==> src/rtl/alu_pkg.sv <==
// Shared ALU opcodes plus the encodings used by the multiply/divide sequencer.
package alu_pkg;

  localparam logic [3:0] ALU_AND = 4'b0000;
  localparam logic [3:0] ALU_OR  = 4'b0001;
  localparam logic [3:0] ALU_ADD = 4'b0010;
  localparam logic [3:0] ALU_LS  = 4'b0011;
  localparam logic [3:0] ALU_SRS = 4'b0100;
  localparam logic [3:0] ALU_URS = 4'b0101;
  localparam logic [3:0] ALU_SUB = 4'b0110;
  localparam logic [3:0] ALU_SLT = 4'b0111;
  localparam logic [3:0] ALU_ROR = 4'b1000;
  localparam logic [3:0] ALU_ROL = 4'b1001;

  typedef enum logic [1:0] {
    S_IDLE = 2'd0,
    S_STEP = 2'd1,
    S_DONE = 2'd2
  } seq_state_t;

  typedef enum logic {
    OP_MUL = 1'b0,
    OP_DIV = 1'b1
  } md_op_t;

endpackage

==> src/rtl/alu_muldiv_seq_if.sv <==
// Core-side request/response handshake of the multiply/divide sequencer.
interface alu_muldiv_seq_if;
  logic       req_valid;
  logic       req_ready;
  logic       req_op;
  logic [7:0] req_a;
  logic [7:0] req_b;
  logic       rsp_valid;
  logic       rsp_ready;
  logic [7:0] rsp_hi;
  logic [7:0] rsp_lo;
  logic       rsp_err;

  modport master (
    output req_valid, req_op, req_a, req_b, rsp_ready,
    input  req_ready, rsp_valid, rsp_hi, rsp_lo, rsp_err
  );

  modport slave (
    input  req_valid, req_op, req_a, req_b, rsp_ready,
    output req_ready, rsp_valid, rsp_hi, rsp_lo, rsp_err
  );
endinterface

==> src/rtl/alu_muldiv_seq_step_logic.sv <==
// One shift-add (MUL) or restoring-divide (DIV) iteration: ALU drive and next H/L.
module muldiv_step_logic
  import alu_pkg::*;
(
  input  md_op_t     op,
  input  logic [7:0] h,
  input  logic [7:0] l,
  input  logic [7:0] m,
  input  logic [7:0] alu_out,
  input  logic       alu_cr,
  output logic [7:0] alu_ina,
  output logic [7:0] alu_inb,
  output logic [3:0] alu_op,
  output logic [7:0] h_nxt,
  output logic [7:0] l_nxt
);

  logic [8:0] s;
  logic       ok;

  always_comb begin
    s       = {h, l[7]};
    ok      = 1'b0;
    alu_ina = 8'h00;
    alu_inb = 8'h00;
    alu_op  = ALU_ADD;
    h_nxt   = h;
    l_nxt   = l;
    if (op == OP_MUL) begin
      alu_op  = ALU_ADD;
      alu_ina = h;
      alu_inb = l[0] ? m : 8'h00;
      h_nxt   = {alu_cr, alu_out[7:1]};
      l_nxt   = {alu_out[0], l[7:1]};
    end else begin
      // S[8] set means the shifted remainder already exceeds any 8-bit divisor
      alu_op  = ALU_SUB;
      alu_ina = s[7:0];
      alu_inb = m;
      ok      = s[8] | alu_cr;
      h_nxt   = ok ? alu_out : s[7:0];
      l_nxt   = {l[6:0], ok};
    end
  end

endmodule

==> src/rtl/alu_muldiv_seq.sv <==
// Multi-cycle 8x8 unsigned multiply / 8/8 unsigned divide sequencer driving the shared ALU.
module alu_muldiv_seq
  import alu_pkg::*;
#(
  parameter logic [7:0] DIVZ_QUOT   = 8'hFF,
  parameter bit         DIVZ_ERR_EN = 1'b1
) (
  input  logic              clk,
  input  logic              rst,
  alu_muldiv_seq_if.slave   bus,
  output logic              busy,
  output logic [7:0]        alu_ina,
  output logic [7:0]        alu_inb,
  output logic [3:0]        alu_op,
  output logic [4:0]        alu_shamt,
  input  logic [7:0]        alu_out,
  input  logic              alu_cr
);

  seq_state_t state, state_nxt;
  md_op_t     op_q;
  logic [2:0] cnt;
  logic [7:0] h, l, m;
  logic       err_q;
  logic       accept, divz;
  logic [7:0] step_ina, step_inb, h_nxt, l_nxt;
  logic [3:0] step_op;

  muldiv_step_logic u_step (
    .op      (op_q),
    .h       (h),
    .l       (l),
    .m       (m),
    .alu_out (alu_out),
    .alu_cr  (alu_cr),
    .alu_ina (step_ina),
    .alu_inb (step_inb),
    .alu_op  (step_op),
    .h_nxt   (h_nxt),
    .l_nxt   (l_nxt)
  );

  assign divz = (md_op_t'(bus.req_op) == OP_DIV) && (bus.req_b == 8'h00);

  always_ff @(posedge clk or posedge rst) begin
    if (rst) state <= S_IDLE;
    else     state <= state_nxt;
  end

  always_comb begin
    state_nxt     = state;
    accept        = 1'b0;
    bus.req_ready = (state == S_IDLE);
    bus.rsp_valid = (state == S_DONE);
    busy          = (state != S_IDLE);
    alu_ina       = 8'h00;
    alu_inb       = 8'h00;
    alu_op        = ALU_ADD;
    alu_shamt     = 5'd0;
    case (state)
      S_IDLE: begin
        if (bus.req_valid) begin
          accept    = 1'b1;
          state_nxt = divz ? S_DONE : S_STEP;
        end
      end
      S_STEP: begin
        alu_ina = step_ina;
        alu_inb = step_inb;
        alu_op  = step_op;
        if (cnt == 3'd7) state_nxt = S_DONE;
      end
      S_DONE: begin
        if (bus.rsp_ready) state_nxt = S_IDLE;
      end
      default: state_nxt = S_IDLE;
    endcase
  end

  always_ff @(posedge clk or posedge rst) begin
    if (rst) begin
      op_q  <= OP_MUL;
      cnt   <= 3'd0;
      h     <= 8'h00;
      l     <= 8'h00;
      m     <= 8'h00;
      err_q <= 1'b0;
    end else if (accept) begin
      op_q  <= md_op_t'(bus.req_op);
      cnt   <= 3'd0;
      err_q <= divz;
      if (divz) begin
        h <= bus.req_a;
        l <= DIVZ_QUOT;
        m <= 8'h00;
      end else if (md_op_t'(bus.req_op) == OP_DIV) begin
        h <= 8'h00;
        l <= bus.req_a;
        m <= bus.req_b;
      end else begin
        h <= 8'h00;
        l <= bus.req_b;
        m <= bus.req_a;
      end
    end else if (state == S_STEP) begin
      h   <= h_nxt;
      l   <= l_nxt;
      cnt <= cnt + 3'd1;
    end
  end

  // H/L are only written on accept and in STEP, so DONE data stays put under backpressure
  assign bus.rsp_hi  = h;
  assign bus.rsp_lo  = l;
  assign bus.rsp_err = DIVZ_ERR_EN ? err_q : 1'b0;

endmodule

==> src/flat_wrapper.sv <==
// flat-port wrapper written by rule: the top's interface ports become plain ports
module alu_muldiv_seq_flat import alu_pkg::*;
#(
  parameter logic [7:0] DIVZ_QUOT   = 8'hFF,
  parameter bit         DIVZ_ERR_EN = 1'b1
)
  (clk, rst, busy, alu_ina, alu_inb, alu_op, alu_shamt, alu_out, alu_cr, bus_req_valid, bus_req_op, bus_req_a, bus_req_b, bus_rsp_ready, bus_req_ready, bus_rsp_valid, bus_rsp_hi, bus_rsp_lo, bus_rsp_err);
  alu_muldiv_seq_if bus_i ();
  input  logic clk;
  input  logic rst;
  output logic busy;
  output logic [7:0] alu_ina;
  output logic [7:0] alu_inb;
  output logic [3:0] alu_op;
  output logic [4:0] alu_shamt;
  input  logic [7:0] alu_out;
  input  logic alu_cr;
  input wire logic [$bits(bus_i.req_valid)-1:0] bus_req_valid;
  input wire logic [$bits(bus_i.req_op)-1:0] bus_req_op;
  input wire logic [$bits(bus_i.req_a)-1:0] bus_req_a;
  input wire logic [$bits(bus_i.req_b)-1:0] bus_req_b;
  input wire logic [$bits(bus_i.rsp_ready)-1:0] bus_rsp_ready;
  output wire logic [$bits(bus_i.req_ready)-1:0] bus_req_ready;
  output wire logic [$bits(bus_i.rsp_valid)-1:0] bus_rsp_valid;
  output wire logic [$bits(bus_i.rsp_hi)-1:0] bus_rsp_hi;
  output wire logic [$bits(bus_i.rsp_lo)-1:0] bus_rsp_lo;
  output wire logic [$bits(bus_i.rsp_err)-1:0] bus_rsp_err;
  assign bus_i.req_valid = bus_req_valid;
  assign bus_i.req_op = bus_req_op;
  assign bus_i.req_a = bus_req_a;
  assign bus_i.req_b = bus_req_b;
  assign bus_i.rsp_ready = bus_rsp_ready;
  assign bus_req_ready = bus_i.req_ready;
  assign bus_rsp_valid = bus_i.rsp_valid;
  assign bus_rsp_hi = bus_i.rsp_hi;
  assign bus_rsp_lo = bus_i.rsp_lo;
  assign bus_rsp_err = bus_i.rsp_err;
  alu_muldiv_seq #(.DIVZ_QUOT(DIVZ_QUOT), .DIVZ_ERR_EN(DIVZ_ERR_EN)) u_core (.clk(clk), .rst(rst), .bus(bus_i), .busy(busy), .alu_ina(alu_ina), .alu_inb(alu_inb), .alu_op(alu_op), .alu_shamt(alu_shamt), .alu_out(alu_out), .alu_cr(alu_cr));
endmodule
==> config.mk <==
export PLATFORM = sky130hd
export DESIGN_NAME = alu_muldiv_seq_flat
export DESIGN_NICKNAME = d
export VERILOG_FILES = /design/src/rtl/alu_pkg.sv /design/src/rtl/alu_muldiv_seq_if.sv /design/src/rtl/alu_muldiv_seq_step_logic.sv /design/src/rtl/alu_muldiv_seq.sv /design/src/flat_wrapper.sv
export SDC_FILE = /design/constraint.sdc
export NUM_CORES = 1
export LEC_CHECK = 0
export ABC_AREA = 1
export CORE_MARGIN = 2
export CORE_UTILIZATION = 35
export CTS_CLUSTER_DIAMETER = 100
export CTS_CLUSTER_SIZE = 12
export DETAILED_ROUTE_END_ITERATION = 16
export GPL_TIMING_DRIVEN = 0
export SLEW_MARGIN = 5
export SYNTH_ARGS = -nofsm -noshare
export SYNTH_HDL_FRONTEND = slang
export SYNTH_SLANG_ARGS = --single-unit
==> constraint.sdc <==
create_clock -name clk -period 2.28 [get_ports clk]
set_input_delay 0.684 -clock clk [delete_from_list [all_inputs] [get_ports clk]]
set_output_delay 0.684 -clock clk [all_outputs]
set_load 0.02 [all_outputs]
Yosys cells after proc, flatten, opt, wreduce, memory -nomap -nowiden
Cells that the tools add are included.

word-level totals
  bits in registers = 31
  bits of input ports = 30
  output and inout bits = 45
  logic and storage cells = 49

cells by class
  add/subtract/negate cells = 1
  equal/unequal tests = 6
  mux-type cells = 28
  bitwise operators = 1
  reductions and logical operators = 6

operator list
  cell                                                 count
  2-to-1 mux 8 bit                                     17
  2-to-1 mux 3 bit                                     4
  logical NOT 8 bit                                    1
  2-to-1 mux 2 bit                                     4
  one-hot mux 2 bit (3 select lines)                   1
  != test 2 bit, second input constant                 2
  nonzero test 2 bit                                   2
  adder 3 x 1 -> 3 bit, second input constant          1
  equality test 3 bit, second input constant           1
  AND reduction 3 bit                                  1
  equality test 2 x 1 -> 1 bit, second input constant  1
  equality test 2 bit, second input constant           1
  logical NOT 2 bit                                    1
  2-to-1 mux 1 bit                                     2
  != test 2 x 1 -> 1 bit, second input constant        1
  logical AND 1 bit                                    1
  bitwise OR 1 bit                                     1

Depth between registers and ports, before layout
  word-level depth = 5
  mapped depth = 8
  mapped depth without buffers = 8

Hierarchy
Synthesis repeated with hierarchy kept, for this count alone.

second synthesis, totals
  cell total of the unflattened synthesis = 404
  area, all modules = 2,498.6 µm²

by module, submodules not included
  module             times used  cells each  area each (µm²)  seq. area each (µm²)
  alu_muldiv_seq     1           282         1,980.6          775.7
  muldiv_step_logic  1           122         518.0            0.0

Least setup slack after synthesis
Ideal clock, no wire load.

  path type = flip-flop to output port
  from = register u_core.state[1]
  to = output alu_inb[0]
  arrival time = 1.280 ns
  data required time = 1.596 ns
  path slack = 0.316 ns
  cell stages (with the launch flop) = 5
  buffers on the path = 1
  path through = dfrtp_1 > inv_1 > nand2_2 > clkbuf_1 > nor3_1

between the ends
  cells in the longest elaborated chain, start to end = 2

ends and longest elaborated chain
  element                       line                  source
  start, declared               alu_muldiv_seq.sv:20  seq_state_t state, state_nxt;
  start signal, assigned        alu_muldiv_seq.sv:47  else state <= state_nxt;
  equality test 2 x 1 -> 1 bit  alu_muldiv_seq.sv:60  case (state)
  2-to-1 mux 8 bit              alu_muldiv_seq.sv:60
  end, declared                 flat_wrapper.sv:13    output logic [7:0] alu_inb;

No other way between the ends.

Worst setup path in the final report
  from = register u_core.state[1]
  to = output alu_inb[6]

The elaborated chain is that of the path after synthesis.

==> flow_metrics.py <==
metrics = {
    "sta": {
        "timing.slew.headroom": 0.538,
        "min_period_ps": 2240,
        "maxSlewViolCount": 0,
        "fin_ws_ps": 41.5,
        "worst_pin_slew_ps": 692,
        "setup_tns_ps": 0,
        "fmax_mhz": 447,
        "fin_crit_sh": 0.982,
        "hold_violations": 0,
        "holdWs_ps": 493,
        "finalSetupViolations": 0,
        "finClkSkew_ps": 11.1,
    },
    "synthesis": {
        "synth_compound_area_frac": 0.192,
        "synth_area_sq_mm": 0.00225,
        "synthCells": 335,
        "synth_top_family_by_area": "simple AND/OR/NAND/NOR gates",
        "synthMuxAreaShare": 0,
        "ys_warn_count": 0,
        "synth.avg_cell_area_sq_um": 6.72,
        "ys_seq_elements": 31,
        "synth.distinct_cells": 28,
        "synth_seq_area_share": 0.345,
        "yosys.area_share.adder": 0.0111,
        "yosys.area_share.simple": 0.316,
        "synth_xor_area_frac": 0,
    },
    "min_path": {
        "min_to": "u_core.cnt[0]",
        "hold_path_depth": 1,
        "min_path_type": "reg2reg",
        "min_from": "u_core.cnt[0]",
    },
    "critical_path": {
        "worstSetupEndpointType": "output pin",
        "slowest_delay_ps": 420,
        "rr_startpoint": "u_core.op_q",
        "path_buf_inv": 3,
        "critPathSlowestCell": "dfrtp_1",
        "crit_arrival_ps": 1550,
        "r2r-end": "u_core.bus.rsp_lo[0]",
        "crit_path_cell_trace": "inv_2 -> nand2_4 -> clkbuf_8 -> nor3_1 -> clkdlybuf4s15_2",
        "critPathTopFamily": "buffers and inverters",
        "reg2reg_slack_ps": 590,
        "crit_fanout": 10,
        "critPathRequiredTime_ps": 1600,
        "start_kind": "register",
        "r2r_cells": 8,
        "crit_type": "reg2out",
    },
    "flow_run": {
        "max_cap_violations": 0,
    },
    "pwr": {
        "peakVddDrop_uv": 668,
        "p_total_mw": 4.45,
        "p_per_area_mw_per_mm2": 1410,
        "leakagePower_nw": 1.56,
    },
    "route": {
        "wl_per_cell_um": 14.4,
        "viasPerCell": 4.98,
        "num_vias": 2473,
        "drtPass1Iterations": 4,
        "first_iter_violations": 183,
        "postRouteAntennaNets": 0,
        "drc": 0,
        "drt-total-wl_um": 7170,
    },
    "global_routing": {
        "antenna_found_initial": 0,
        "groute.usage.overall": 0.208,
        "grt_pass1_wl_um": 11800,
        "overflow": 0,
        "grt_max_degree": 32,
        "grt_pass1_vias": 2408,
    },
    "clocking": {
        "clk-insertion-delay-late_ps": 290,
        "clock_path_buffers": 2,
        "cts_buffers": 5,
        "root_buffer": "clkbuf_8",
        "cts.sinks": 31,
        "cts_max_level": 2,
        "cts_tree": "done",
        "clk_pin_slew_ps": 70,
        "cts_hold_buffers": 0,
    },
    "cells_and_area": {
        "drive_gt1_frac": 0.167,
        "layout_common_cells": "93 x nand2_1, 48 x clkdlybuf4s50_1, 36 x inv_1, 36 x o21ai_0, 29 x dfrtp_1",
        "final_common_cell": "nand2_1",
        "layout.cells.non_filler": 497,
        "antenna_cells": 0,
        "fillers": 646,
        "final_nets": 451,
        "syn2layout_area_growth_pct": 40.4,
    },
    "placed_design": {
        "pre_cts_slack_ps": -274,
        "place_inst": 484,
        "routabilityCongestion": 0.905,
        "dp_hpwl_um": 5320,
        "portBuffers": 66,
    },
    "floorplanning": {
        "io_pins": 75,
        "die_area_sq_mm": 0.00708,
        "die_w_um": 84.2,
        "rows": 29,
        "dieHeight_um": 84.2,
        "core-area_sq_mm": 0.00628,
        "start_util": 0.358,
    },
    "outcome": {
        "outcome": "completed",
    },
}
cells by family (layout without fill, tap and decap cells):
family                   Yosys count  after routing
AND/OR/NAND/NOR                  161            161
AO/OA/AOI/OAI                     73             73
buffers and inverters             66            145
flip-flops                        31             31
adder cells (fa/ha/maj)            2              2
other                              2              8
registers in the layout, summed over array words and instances (netlist names):
name	flops
u_core.op_q	1
u_core.bus.rsp_lo	8
u_core.bus.rsp_err	1
u_core.m	8
u_core.state	2
u_core.bus.rsp_hi	8
u_core.cnt	3
through the flow:
stage	instance area [sq um]	utilization
2_1_floorplan	2270	-
3_3_place_gp	3030	0.483
3_5_place_dp	3030	0.483
4_1_cts	3180	0.507
5_1_grt	3160	0.503
6_report	3160	0.503
cell type report:
type                            instances  area (sq um)  share of cell area
Inverter                               42           165              0.0523
Clock buffer                            6          82.6              0.0261
Buffer                                 23           150              0.0475
Multi-Input combinational cell        244          1210               0.383
Timing Repair inverter                  1          7.51             0.00238
Sequential cell                        31           778               0.246
Clock inverter                          2          35.0              0.0111
Timing Repair Buffer                   71           636               0.201
Tap cell                               77          96.3              0.0305
where the power goes:
group	leakage, nW	switching (mW)	internal [mW]
Sequential	0.375	0.252	0.828
Clock	0.0612	0.219	0.354
Combinational	1.13	1.67	1.12
Yosys cell counts, drive strengths merged:
cell    count  share of area
o21bai      1         0.0033
nor2       30          0.060
nand2      98           0.17
ha          2          0.011
a31oi       2         0.0056
or2         2         0.0056
a21boi      8          0.027
nor3        9          0.025
nand4       9          0.025
inv        42          0.070
clkbuf      8          0.013
a21oi      12          0.028
buf        16          0.049
o211ai     12          0.040
nand3      13          0.029
conb        2         0.0033
o21ai      36          0.080
dfrtp      31           0.34
a22o        2         0.0078
layer usage:
layer	track usage	vias up	wire [um]
met5	0	-	0
met4	0.0499	0	89
met3	0.0393	8	378
met2	0.341	68	3430
met1	0.287	1158	3280
li1	-	1239	-
worst max path at each step:
stage / start / endpoint / slack, ps / depth (start not counted)
2_1_floorplan: u_core.state[1] / alu_inb[0] / 320 / 4
3_3_place_gp: u_core.state[1] / alu_ina[2] / -280 / 6
3_5_place_dp: u_core.op_q / alu_ina[7] / -270 / 5
4_1_cts: u_core.op_q / alu_inb[5] / -30 / 3
5_1_grt: u_core.state[1] / alu_inb[6] / -10 / 5
6_report: u_core.state[1] / alu_inb[6] / 40 / 5
worst register-to-register path: stages, from the launching register on:
cell and delay (ps):
dfrtp_2 460, clkinvlp_4 180, buf_4 150, clkbuf_1 390, nor2_1 100, nand2_1 80, nand3_1 70, nand2_1 60
nand3_1 70
repair_timing:
action | in CTS | in global routing
setup endpoints to repair | 17 | 20
gates cloned | 1 | 0
gates resized for setup | 67 | 22
pin swaps | 0 | 0
buffers inserted | 0 | 5
(Power assumes the default switching activity.)
